**config.mk**
```make
export PLATFORM = sky130hd
export DESIGN_NAME = rtc_calendar_counter
export DESIGN_NICKNAME = d
export VERILOG_FILES = /design/src/rtl/rtc_calendar_counter.sv
export SDC_FILE = /design/constraint.sdc
export NUM_CORES = 1
export LEC_CHECK = 0
export CAP_MARGIN = 0
export CORE_MARGIN = 1
export CORE_UTILIZATION = 40
export CTS_CLUSTER_SIZE = 40
export DETAILED_ROUTE_END_ITERATION = 6
export PLACE_DENSITY = 0.75
export RECOVER_POWER = 50
export SLEW_MARGIN = 30
export SYNTH_ARGS = -nofsm -noshare
export SYNTH_HDL_FRONTEND = slang
export SYNTH_SLANG_ARGS = --single-unit
```
**constraint.sdc**
```tcl
create_clock -name clk -period 7.3 [get_ports clk]
set_input_delay 1.46 -clock clk [delete_from_list [all_inputs] [get_ports clk]]
set_output_delay 1.46 -clock clk [all_outputs]
set_load 0.005 [all_outputs]
```
**src/rtl/rtc_calendar_counter.sv**
```systemverilog
// rtc_calendar_counter: synchronous year/month/day/hour/minute/second counter with prescaler, validated load and alarm
// clk, reset (async, active-low); start/stop run control; load + ld_* parallel load;
// al_en/al_* alarm time; year..second current time; running; sec_tick, load_err, year_wrap, alarm one-cycle pulses
module rtc_calendar_counter #(
  parameter int TICK_DIV = 50000000,
  parameter int YEAR_W = 7,
  parameter int LEAP_EN = 1
) (
  input  logic              clk,
  input  logic              reset,
  input  logic              start,
  input  logic              stop,
  input  logic              load,
  input  logic [YEAR_W-1:0] ld_year,
  input  logic [3:0]        ld_month,
  input  logic [4:0]        ld_day,
  input  logic [4:0]        ld_hour,
  input  logic [5:0]        ld_minute,
  input  logic [5:0]        ld_second,
  input  logic              al_en,
  input  logic [4:0]        al_hour,
  input  logic [5:0]        al_minute,
  input  logic [5:0]        al_second,
  output logic [YEAR_W-1:0] year,
  output logic [3:0]        month,
  output logic [4:0]        day,
  output logic [4:0]        hour,
  output logic [5:0]        minute,
  output logic [5:0]        second,
  output logic              running,
  output logic              sec_tick,
  output logic              load_err,
  output logic              year_wrap,
  output logic              alarm
);
  localparam int PW = TICK_DIV > 1 ? $clog2(TICK_DIV) : 1;
  localparam logic [PW-1:0] P_TOP = PW'(TICK_DIV - 1);
  logic [PW-1:0] presc;
  logic match_q;
  logic inc, ld_ok, s_c, m_c, h_c, d_c, mo_c, y_c, match;
  // Year offsets share the base year's leap phase because the base is a multiple of 4.
  function automatic logic [4:0] dim(input logic [3:0] m, input logic [YEAR_W-1:0] y);
    return (m == 4'd2) ? ((LEAP_EN != 0 && y[1:0] == 2'd0) ? 5'd29 : 5'd28) :
           (m == 4'd4 || m == 4'd6 || m == 4'd9 || m == 4'd11) ? 5'd30 : 5'd31;
  endfunction
  always_comb begin
    inc = running && presc == P_TOP;
    ld_ok = ld_month >= 4'd1 && ld_month <= 4'd12 && ld_day >= 5'd1 &&
            ld_day <= dim(ld_month, ld_year) && ld_hour <= 5'd23 &&
            ld_minute <= 6'd59 && ld_second <= 6'd59;
    s_c = second == 6'd59;
    m_c = s_c && minute == 6'd59;
    h_c = m_c && hour == 5'd23;
    d_c = h_c && day == dim(month, year);
    mo_c = d_c && month == 4'd12;
    y_c = mo_c && year == {YEAR_W{1'b1}};
    match = al_en && hour == al_hour && minute == al_minute && second == al_second;
  end
  always_ff @(posedge clk or negedge reset) begin
    if (!reset) begin
      year <= '0;
      month <= 4'd1;
      day <= 5'd1;
      hour <= '0;
      minute <= '0;
      second <= '0;
      running <= 1'b0;
      presc <= '0;
      sec_tick <= 1'b0;
      load_err <= 1'b0;
      year_wrap <= 1'b0;
      alarm <= 1'b0;
      match_q <= 1'b0;
    end else begin
      running <= stop ? 1'b0 : start ? 1'b1 : running;
      sec_tick <= inc && !load;
      load_err <= load && !ld_ok;
      year_wrap <= inc && !load && y_c;
      match_q <= match;
      alarm <= match && !match_q;
      // A load strobe, valid or not, swallows any increment due this cycle.
      if (load) begin
        if (ld_ok) begin
          year <= ld_year;
          month <= ld_month;
          day <= ld_day;
          hour <= ld_hour;
          minute <= ld_minute;
          second <= ld_second;
          presc <= '0;
        end
      end else begin
        if (running) presc <= inc ? '0 : presc + PW'(1);
        if (inc) begin
          second <= s_c ? 6'd0 : second + 6'd1;
          if (s_c) minute <= m_c ? 6'd0 : minute + 6'd1;
          if (m_c) hour <= h_c ? 5'd0 : hour + 5'd1;
          if (h_c) day <= d_c ? 5'd1 : day + 5'd1;
          if (d_c) month <= mo_c ? 4'd1 : month + 4'd1;
          if (mo_c) year <= year + YEAR_W'(1);
        end
      end
    end
  end
endmodule

```
**After elaboration in Yosys (flattened, before gate mapping)**

Cells that the tools add are included.

- Add/sub/neg operators: 7
- Magnitude comparators: 7
- Equal/unequal tests: 21
- Muxes and demuxes: 40
- Reductions and logical operators: 45

Operators by type and width:

| operator | count |
|---|---|
| 2-to-1 mux 26 bit | 4 |
| 2-to-1 mux 6 bit | 9 |
| 2-to-1 mux 5 bit | 10 |
| 2-to-1 mux 7 bit | 4 |
| adder 26 x 1 -> 26 bit, second input constant | 1 |
| == test 26 bit, second input constant | 1 |
| == test 4 bit, second input constant | 5 |
| 2-to-1 mux 4 bit | 5 |
| logical AND 1 bit | 19 |
| == test 4 x 3 -> 1 bit, second input constant | 4 |
| nonzero test 2 bit | 8 |
| AND reduction 3 bit | 5 |
| adder 6 x 1 -> 6 bit, second input constant | 2 |
| == test 6 bit | 2 |
| == test 6 bit, second input constant | 2 |
| <= comparator 6 bit, second input constant | 2 |
| adder 5 x 1 -> 5 bit, second input constant | 2 |
| == test 5 bit | 2 |
| == test 4 x 2 -> 1 bit, second input constant | 2 |
| adder 7 x 1 -> 7 bit, second input constant | 1 |
| == test 7 bit, second input constant | 1 |
| logical OR 1 bit | 6 |
| 2-to-1 mux 1 bit | 6 |
| == test 5 bit, second input constant | 1 |
| other kinds (11) | 16 |

- Bits in registers: 65
- Bits of input ports: 56
- Output and inout bits: 38

**Longest topological paths before layout**

Gate-level depths: netlist (run 1).

- Depth after elaboration: 13
- Mapped depth: 12

**Least setup slack after synthesis (run 1)**

No wires, ideal clock.

- Path type: input-to-reg
- From: input ld_month[2]
- To: register presc[10]
- Library setup time: 132 ps
- Arrival time: 3871 ps
- Slack: 3297 ps
- Stages on the path: 10
- Cells stage by stage: or3_1 nor2_1 ha_1 nor2b_1 o211a_1 nor3_1 or2_2 clkbuf_1 buf_1 nor2_1

- Cells in the longest elaborated chain, start to end: 13
- Elaborated cells on any way between the ends: 21

Ends and longest elaborated chain:

| what | RTL line | source |
|---|---|---|
| from (decl) | 15 | `input logic [3:0] ld_month,` |
| == test 4 x 3 -> 1 bit | 44 | `(m == 4'd4 \|\| m == 4'd6 \|\| m == 4'd9 \|\| m == 4'd11) ? 5'd30 : 5'd31;` |
| logical OR 1 bit (3 in series) | 44 |  |
| 2-to-1 mux 1 bit | 44 |  |
| 2-to-1 mux 2 bit | 43 | `return (m == 4'd2) ? ((LEAP_EN != 0 && y[1:0] == 2'd0) ? 5'd29 : 5'd28) :` |
| <= comparator 5 bit | 49 | `ld_day <= dim(ld_month, ld_year) && ld_hour <= 5'd23 &&` |
| logical AND 1 bit * | 48 | `ld_ok = ld_month >= 4'd1 && ld_month <= 4'd12 && ld_day >= 5'd1 &&` |
| logical AND 1 bit * (2 in series) | 49 |  |
| logical AND 1 bit * | 50 | `ld_minute <= 6'd59 && ld_second <= 6'd59;` |
| != test 2 x 1 -> 1 bit (no line) * | - |  |
| AND reduction 2 bit (no line) * | - |  |
| to (signal assigned) | 93 | `if (running) presc <= inc ? '0 : presc + PW'(1);` |
| to (decl) | 38 | `logic [PW-1:0] presc;` |

Every way passes the cells marked *; elsewhere a longest branch is shown, timed or not.
A chain may end at the register's enable or synchronous reset.

==> summary.txt, run 1 <==
outcome -> complete, but fails checks
failing checks -> capacitance limit, slew limit
Crit. End Element -> async pin
GRT overflow -> 0
Die ar. -> 10900 sq um
Final Util -> 0.532
critical path required time -> 6.97 ns
RSZ-0062 raised after global routing -> false
vias in the first global route -> 4150
Hold Path Stages -> 1
DRC viols -> 0
post-synth net total -> 555
Slowest-stage cell, CP -> clkbuf_1
CTS tree -> yes
startpoint types -> input pin
Clock transition at path regs -> 0.07 ns
kind of cell adding the most delay to the critical path -> buffers and inverters
largest cells by area after synthesis -> dfrtp_1, xor2_1, nand2_1, nor2_1, ha_1
Max-Cap Viols -> 1
layout cell share with drive strength beyond 1 -> 0.0621
Max-slew headroom -> -1.32
Yosys reg bits -> 65
critical path class -> in -> async
Starting Density -> 0.410
Pre-Repair DR Iteration Count -> 5
Hold EP -> alarm$_DFF_PN0_
endpoints failing setup -> 0
PD cells -> 218 nW/um^2
number of synthesized flops with an enable pin -> 0
Hold Vio Cnt, Final -> 0
reg2reg end -> year[3]$_DFFE_PN0P_
Final Cycle Share -> 0.597
CTS Buf Count -> 9
Synth top cells by count -> dfrtp_1, nand2_1, nor2_1
gp weighted congestion -> 0.852
Pins Over Slew Limit -> 66
HP Start -> match_q$_DFF_PN0_
All-Layer GR Usage -> 0.223
CP cell instances -> buf_2 > clkbuf_1
Worst Path Max Fanout -> 65
post-synthesis adder-cell area fraction -> 0.0388
vias per cell -> 5.79
die height -> 104 um
Crit path arrival time -> 4.02 ns
initial antenna violation count -> 0
Mapped Area -> 4200 sq um
Final TNS setup -> 0 ns
XOR/XNOR Fraction of Synth Area -> 0.0793
Hold Path Class -> reg -> reg
# diodes -> 0
worst slew pin tran -> 3.48 ns
CTS resizes -> 0
most numerous cell in the Yosys netlist -> dfrtp_1
Filler cells -> 937
chip width -> 104 um
clk buf depth -> 2
Synth Area in Compound Gates -> 0.151
Simple-Gate Fraction of Synth Area -> 0.290
delay of the slowest critical-path stage -> 2.42 ns
HPWL after detailed placement -> 8380 um
IO Count -> 94
Yosys warning total -> 0
Final min period -> 4.36 ns
main combinational cell family by area after synthesis -> simple AND/OR/NAND/NOR gates
VDD IR-drop max -> 0.0000865 V
hold buffer count at CTS -> 0
first-pass GRT wire length -> 19700 um
ys flop type -> dfrtp_1
Worst-Skew Late Latency -> 0.34 ns
Register-to-Register Setup Slack -> 4.43 ns
setup ws final -> 2.94 ns
worst reg-to-reg path cell count -> 8
Syn Inst Count -> 486
Mean Syn Cell Area -> 8.63 sq um
Total Wirelength -> 11800 um
Leak Pwr -> 2.26 nW
largest net degree at the start of global routing -> 66
Peak Freq -> 229 MHz
vias after detailed routing -> 4145
Synth-to-Final Area Change -> 29.8%
CP bufs+invs -> 2
postcts setup bufs -> 0
number of core rows -> 37
Cell variety after synth -> 55
CTS H-tree depth -> 3
initial drt markers -> 260
post-synthesis mux area share -> 0.0149
Synth async-reset ratio -> 1.00
Setup Skew -> 0.0115 ns
wire per inst -> 16.5 um
CTS Sinks -> 65
root buffer cell -> clkbuf_8
Routed Antenna Nets -> 0
FF-to-FF Start -> month[0]$_DFFE_PN1P_
Synth top area share -> 0.376
# nets final -> 645
sequential element share of the synthesized area -> 0.388
post-place setup slack -> 2.78 ns
Synth area leader -> dfrtp_1
CORE AREA -> 10200 sq um
I/O Buffers -> 93
-- placed cells by master (no fill, tap or decap), drive strengths merged, types with 3 or more instances in the layout --
master,count
a211oi,5
a21o,3
a21oi,21
a221o,4
a22oi,10
a31oi,5
and2,4
and3,19
and4b,3
buf,6
clkbuf,14
clkdlybuf4s50,74
dfrtp,63
dlygate4sd3,18
ha,13
inv,21
mux2i,4
nand2,45
nand3,28
nand4,21
nand4b,3
nor2,44
nor2b,3
nor3,14
nor3b,5
nor4,8
nor4b,4
nor4bb,3
o211ai,3
o21ai,28
o22ai,6
or2,5
or3,7
or4,5
xnor2,18
xor2,20
-- sequential cells by signal, summed over array words and instances (netlist names) --
name,flops
hour,5
month,4
load_err,1
minute,6
alarm,1
presc,26
running,1
second,6
match_q,1
year_wrap,1
sec_tick,1
day,5
year,7
-- worst max-delay path by stage --
stage	start	endpoint	slack [ns]	depth (start not counted)
4_1_cts	ld_month[2]	hour[2]$_DFFE_PN0P_	3.13	11
3_3_place_gp	ld_month[2]	hour[2]$_DFFE_PN0P_	2.86	11
6_report	reset	sec_tick$_DFF_PN0_	2.94	2
3_5_place_dp	ld_month[2]	hour[2]$_DFFE_PN0P_	2.78	11
2_1_floorplan	ld_month[2]	presc[10]$_DFFE_PN0P_	3.30	10
5_1_grt	reset	presc[5]$_DFFE_PN0P_	2.11	2
-- final cells by class --
type	instances	area, sq um	share of cell area
multi-input combinational	380	2420	0.444
sequential	65	1630	0.299
timing repair buffer	99	967	0.178
tap	136	170	0.0312
clock buffer	13	169	0.0310
inverter	21	78.8	0.0145
clock inverter	2	12.5	0.00230
-- stage by stage --
stage | cell area, sq um | std cells | total power [mW] | hold WS (ns)
finish | 5450 | 716 | 1.19 | 0.400
global placement | 5270 | 701 | 0.899 | 0.384
CTS | 5450 | 716 | 1.20 | 0.404
detailed placement | 5270 | 701 | 0.914 | 0.394
floorplan | 4200 | 486 | 0.706 | 0.378
global route | 5450 | 716 | 1.26 | 0.430
-- report_power, final --
part	leakage, nW	total, mW	switching, mW	internal, mW
logic	1.36	0.386	0.175	0.212
clock network	0.0915	0.286	0.137	0.149
registers	0.810	0.516	0.102	0.414
total	2.26	1.19	0.414	0.774
-- metal layers --
metal,track usage,share of wire,vias up
li1,-,-,1962
met1,0.289,0.44,2000
met2,0.364,0.48,155
met3,0.0370,0.059,28
met4,0.104,0.027,0
met5,0,0,-
-- cell families (layout without fill, tap and decap cells) --
family                     after synthesis  in the layout
xor gates and xnor gates                38             38
DFF                                     65             65
and+or+nand+nor                        224            224
muxes                                    6              6
AOI/OAI and AO/OA                       99             99
buffers and inverters                   41            135
adders and majority gates               13             13
(Power assumes the default switching activity.)
==> run 2, diff against run 1 <==
- clock period: 7.3 -> 4.05 ns (I/O delays scaled with it)
==> summary.txt, run 2 (synthesis results as in run 1) <==
wire per inst -> 16.5 um
first-pass GRT wire length -> 19900 um
Hold Vio Cnt, Final -> 0
CTS Buf Count -> 9
chip width -> 104 um
initial drt markers -> 248
Leak Pwr -> 2.29 nW
Total Wirelength -> 11900 um
critical path class -> in -> reg
Routed Antenna Nets -> 0
Worst Setup SP -> ld_month[0]
Final TNS setup -> 0 ns
Logic pwr share -> 0.328
worst reg-to-reg path cell count -> 8
gp weighted congestion -> 0.867
Pre-Repair DR Iteration Count -> 4
NetSw -> 0.751 mW
Worst-Skew Late Latency -> 0.34 ns
Final Util -> 0.536
endpoints failing setup -> 0
Starting Density -> 0.410
CP endpoint -> hour[2]$_DFFE_PN0P_
I/O Buffers -> 93
Hold Path Class -> reg -> reg
Die ar. -> 10900 sq um
postcts setup bufs -> 0
CTS tree -> yes
internal power -> 1.39 mW
post-place setup slack -> 0.239 ns
outcome -> complete, but fails checks
most frequent cells in the layout -> clkdlybuf4s50_1, dfrtp_1, nand2_1
worst slew pin tran -> 1.92 ns
Synth-to-Final Area Change -> 30.7%
Crit. End Element -> flop
initial antenna violation count -> 0
IO Count -> 94
HPWL after detailed placement -> 8750 um
Top reg by flops -> presc
DRC viols -> 0
critical path required time -> 4.29 ns
Register-to-Register Setup Slack -> 1.07 ns
layout cell share with drive strength beyond 1 -> 0.0716
final std cells w/o fill -> 723
die height -> 104 um
Final Cycle Share -> 0.863
Cell Count Post-Placement -> 707
CTS Sinks -> 65
GRT overflow -> 0
reg2reg end -> year[3]$_DFFE_PN0P_
final instance area -> 5480 sq um
Pins Over Slew Limit -> 34
Max-Cap Viols -> 1
FF-to-FF Start -> month[0]$_DFFE_PN1P_
hold buffer count at CTS -> 0
Max-slew headroom -> -0.283
setup ws final -> 0.556 ns
root buffer cell -> clkbuf_8
failing checks -> capacitance limit, slew limit
Clock transition at path regs -> 0.07 ns
Final min period -> 3.49 ns
# nets final -> 651
clk buf depth -> 2
clock power share -> 0.236
CORE AREA -> 10200 sq um
vias after detailed routing -> 4165
CTS resizes -> 0
largest net degree at the start of global routing -> 34
commonest non-fill, non-tap cell in the layout -> clkdlybuf4s50_1
number of core rows -> 37
PD cells -> 390 nW/um^2
CTS H-tree depth -> 3
startpoint types -> input pin
Worst Path Max Fanout -> 16
vias per cell -> 5.76
All-Layer GR Usage -> 0.226
Setup Skew -> 0.00997 ns
RSZ-0062 raised after global routing -> false
Sw Ratio -> 0.351
Post-DP Area -> 5310 sq um
Crit path arrival time -> 3.74 ns
# diodes -> 0
HP Start -> match_q$_DFF_PN0_
Largest regs -> presc (26), year (7)
VDD IR-drop max -> 0.000163 V
vias in the first global route -> 4078
sequential group share of total power -> 0.436
max reg flops -> 26
Peak Freq -> 286 MHz
-- run 2: changes by cell type in the layout (fill, tap and decap cells not counted) --
cell,previous run,this run
buf_4,5,11
clkinv_2,1,3
buf_2,1,0
clkbuf_1,2,3
clkbuf_2,0,1
clkbuf_8,12,11
clkdlybuf4s50_1,74,73
clkinvlp_4,1,0
dlygate4sd3_1,18,19
-- run 2: worst min path at each step --
stage | end | depth (start not counted)
final | alarm$_DFF_PN0_ | 1
after global routing | alarm$_DFF_PN0_ | 1
after CTS | alarm$_DFF_PN0_ | 1
after detailed placement | alarm$_DFF_PN0_ | 1
after global placement | alarm$_DFF_PN0_ | 1
after floorplan | alarm$_DFF_PN0_ | 1
-- run 2: critical path: stages --
cell and delay, ns:
clkdlybuf4s50_1 0.49, or3_1 0.43, nor2_1 0.13, ha_1 0.25, nor2b_1 0.13, o211a_1 0.24, nor3_2 0.28, buf_4 0.27
or2_2 0.34, a21oi_1 0.12, a221oi_1 0.22
-- run 2: power groups by stage --
| stage | Clock, mW | Sequential, mW | Combinational (mW) |
|---|---|---|---|
| floorplan | 0 | 0.875 | 0.397 |
| global placement | 0 | 0.933 | 0.691 |
| detailed placement | 0 | 0.939 | 0.712 |
| CTS | 0.512 | 0.927 | 0.715 |
| global route | 0.533 | 0.949 | 0.778 |
| finish | 0.504 | 0.931 | 0.702 |
-- run 2: routing by layer --
layer | global-route usage | vias up | wire, um
met2 | 0.370 | 177 | 5710
met5 | 0 | - | 0
met3 | 0.0395 | 28 | 756
met1 | 0.297 | 1980 | 5200
li1 | - | 1980 | -
met4 | 0.0867 | 0 | 246
-- run 2: area by class of cell --
class / count / area [sq um]
Clock buffer: 13 / 159
Clock inverter: 3 / 15.0
Fill cell: 913 / 4750
Inverter: 21 / 78.8
Multi-Input combinational cell: 380 / 2420
Sequential cell: 65 / 1630
Tap cell: 136 / 170
Timing Repair Buffer: 105 / 1010
-- run 2: stage by stage --
stage,hold WS [ns],power (mW)
after CTS,0.406,2.15
after global routing,0.415,2.26
after detailed placement,0.396,1.65
after global placement,0.387,1.62
after floorplan,0.378,1.27
final,0.404,2.14
==> run 3, diff against run 2 <==
- CORE_ASPECT_RATIO: default -> 2
- GPL_TIMING_DRIVEN: default -> 0
==> summary.txt, run 3 (synthesis results as in run 1) <==
FF-to-FF Start -> month[0]$_DFFE_PN1P_
Leak Pwr -> 2.33 nW
outcome -> complete, but fails checks
GRT met2 Usage -> 0.445
number of core rows -> 52
I/O Buffers -> 93
Slowest-stage cell, CP -> clkdlybuf4s50_1
Final min period -> 3.84 ns
Total Wirelength -> 13200 um
Top reg by flops -> presc
most frequent cells in the layout -> clkdlybuf4s50_1, dfrtp_1, nand2_1
Setup Skew -> 0.00569 ns
HPWL after detailed placement -> 10000 um
gp weighted congestion -> 0.935
Final Hold Slack -> 0.403 ns
CTS H-tree depth -> 3
Hold Path Class -> reg -> reg
reg2reg end -> year[3]$_DFFE_PN0P_
CTS tree -> yes
Pins Over Slew Limit -> 68
worst reg-to-reg path cell count -> 8
Worst Path Max Fanout -> 10
vias after detailed routing -> 4312
GRT overflow -> 0
wire per inst -> 18.1 um
Routed Antenna Nets -> 0
cell seen most often among critical-path stages -> nor2_1
Worst-Skew Late Latency -> 0.34 ns
Clock transition at path regs -> 0.06 ns
max reg flops -> 26
initial drt markers -> 346
Hold Vio Cnt, Final -> 0
Worst Setup SP -> ld_month[2]
die height -> 147 um
layout cell share with drive strength beyond 1 -> 0.0622
grt met3 use -> 0.0521
CTS Sinks -> 65
clk buf depth -> 2
Max-Cap Viols -> 2
initial antenna violation count -> 0
endpoints failing setup -> 0
Tot Pwr -> 2.44 mW
post-place setup slack -> -0.394 ns
setup ws final -> 0.214 ns
postcts setup bufs -> 0
commonest non-fill, non-tap cell in the layout -> clkdlybuf4s50_1
Peak Freq -> 261 MHz
CP endpoint -> presc[17]$_DFFE_PN0P_
# nets final -> 660
Synth-to-Final Area Change -> 33.9%
first-pass GRT wire length -> 21000 um
CP bufs+invs -> 3
Max-slew headroom -> -0.220
startpoint types -> input pin
# diodes -> 0
Pre-Repair DR Iteration Count -> 5
met1 Resource Use GR -> 0.275
critical path depth -> 12
vias per cell -> 5.91
CORE AREA -> 10100 sq um
Largest regs -> presc (26), year (7)
Crit path arrival time -> 4.05 ns
kind of cell adding the most delay to the critical path -> buffers and inverters
Die ar. -> 10900 sq um
root buffer cell -> clkbuf_16
chip width -> 74.4 um
critical path class -> in -> reg
critical path required time -> 4.27 ns
RSZ-0062 raised after global routing -> false
CP cell instances -> clkdlybuf4s50_1 > or3_1 > nor2_1 > ha_1 > nor2b_1 > o211a_1 > o31ai_1 > clkbuf_2 > buf_1 > nand4_1 > xor2_1 > nor2_1
IO Count -> 94
delay of the slowest critical-path stage -> 0.52 ns
Crit. End Element -> flop
failing checks -> capacitance limit, slew limit
Register-to-Register Setup Slack -> 1.02 ns
GR peak layer -> met2
Starting Density -> 0.413
Final Cycle Share -> 0.947
All-Layer GR Usage -> 0.252
largest net degree at the start of global routing -> 38
PD cells -> 433 nW/um^2
DRC viols -> 0
VDD IR-drop max -> 0.000213 V
CTS Buf Count -> 9
worst slew pin tran -> 1.83 ns
vias in the first global route -> 4247
[run 3: worst min-delay path by stage]
stage                           start                   end  slack [ns]  cells past startpoint
finish              match_q$_DFF_PN0_       alarm$_DFF_PN0_        0.40                      1
global route        match_q$_DFF_PN0_       alarm$_DFF_PN0_        0.42                      1
CTS                             reset  presc[2]$_DFFE_PN0P_        0.41                      1
detailed placement  match_q$_DFF_PN0_       alarm$_DFF_PN0_        0.40                      1
global placement    match_q$_DFF_PN0_       alarm$_DFF_PN0_        0.39                      1
floorplan           match_q$_DFF_PN0_       alarm$_DFF_PN0_        0.38                      1
[run 3: power by group]
group	internal, mW	switching (mW)	total, mW
clock	0.504	0.280	0.784
sequential	0.747	0.157	0.905
combinational	0.389	0.358	0.747
total	1.64	0.795	2.44
[run 3: per-stage QoR]
stage               setup TNS [ns]  instance area, sq um  utilization  instances
floorplan                        0                  4200            -        486
global placement            -27.06                  5300        0.522        714
detailed placement           -8.67                  5320        0.524        715
CTS                              0                  5620        0.554        730
global route                     0                  5620        0.554        730
finish                           0                  5620        0.554        730
[run 3: layer usage]
metal,share of wire,up-vias
li1,-,1987
met1,0.37,2101
met2,0.55,188
met3,0.049,36
met4,0.036,0
met5,0,-
[run 3: what timing repair did]
action                     4_1_cts  5_1_grt
setup endpoints to repair       10       16
hold buffers                     0        0
pin swaps                        0        0
resized for setup                1        4
[run 3: cell type report]
cell class              count  area, sq um
inverters                  21         78.8
multi-input cells         380         2420
fillers                   954         4530
well taps                 135          169
flip-flops and latches     65         1630
clock buffers              12          256
clock inverters             3         40.0
plain buffers              20         83.8
repair buffers             94          937
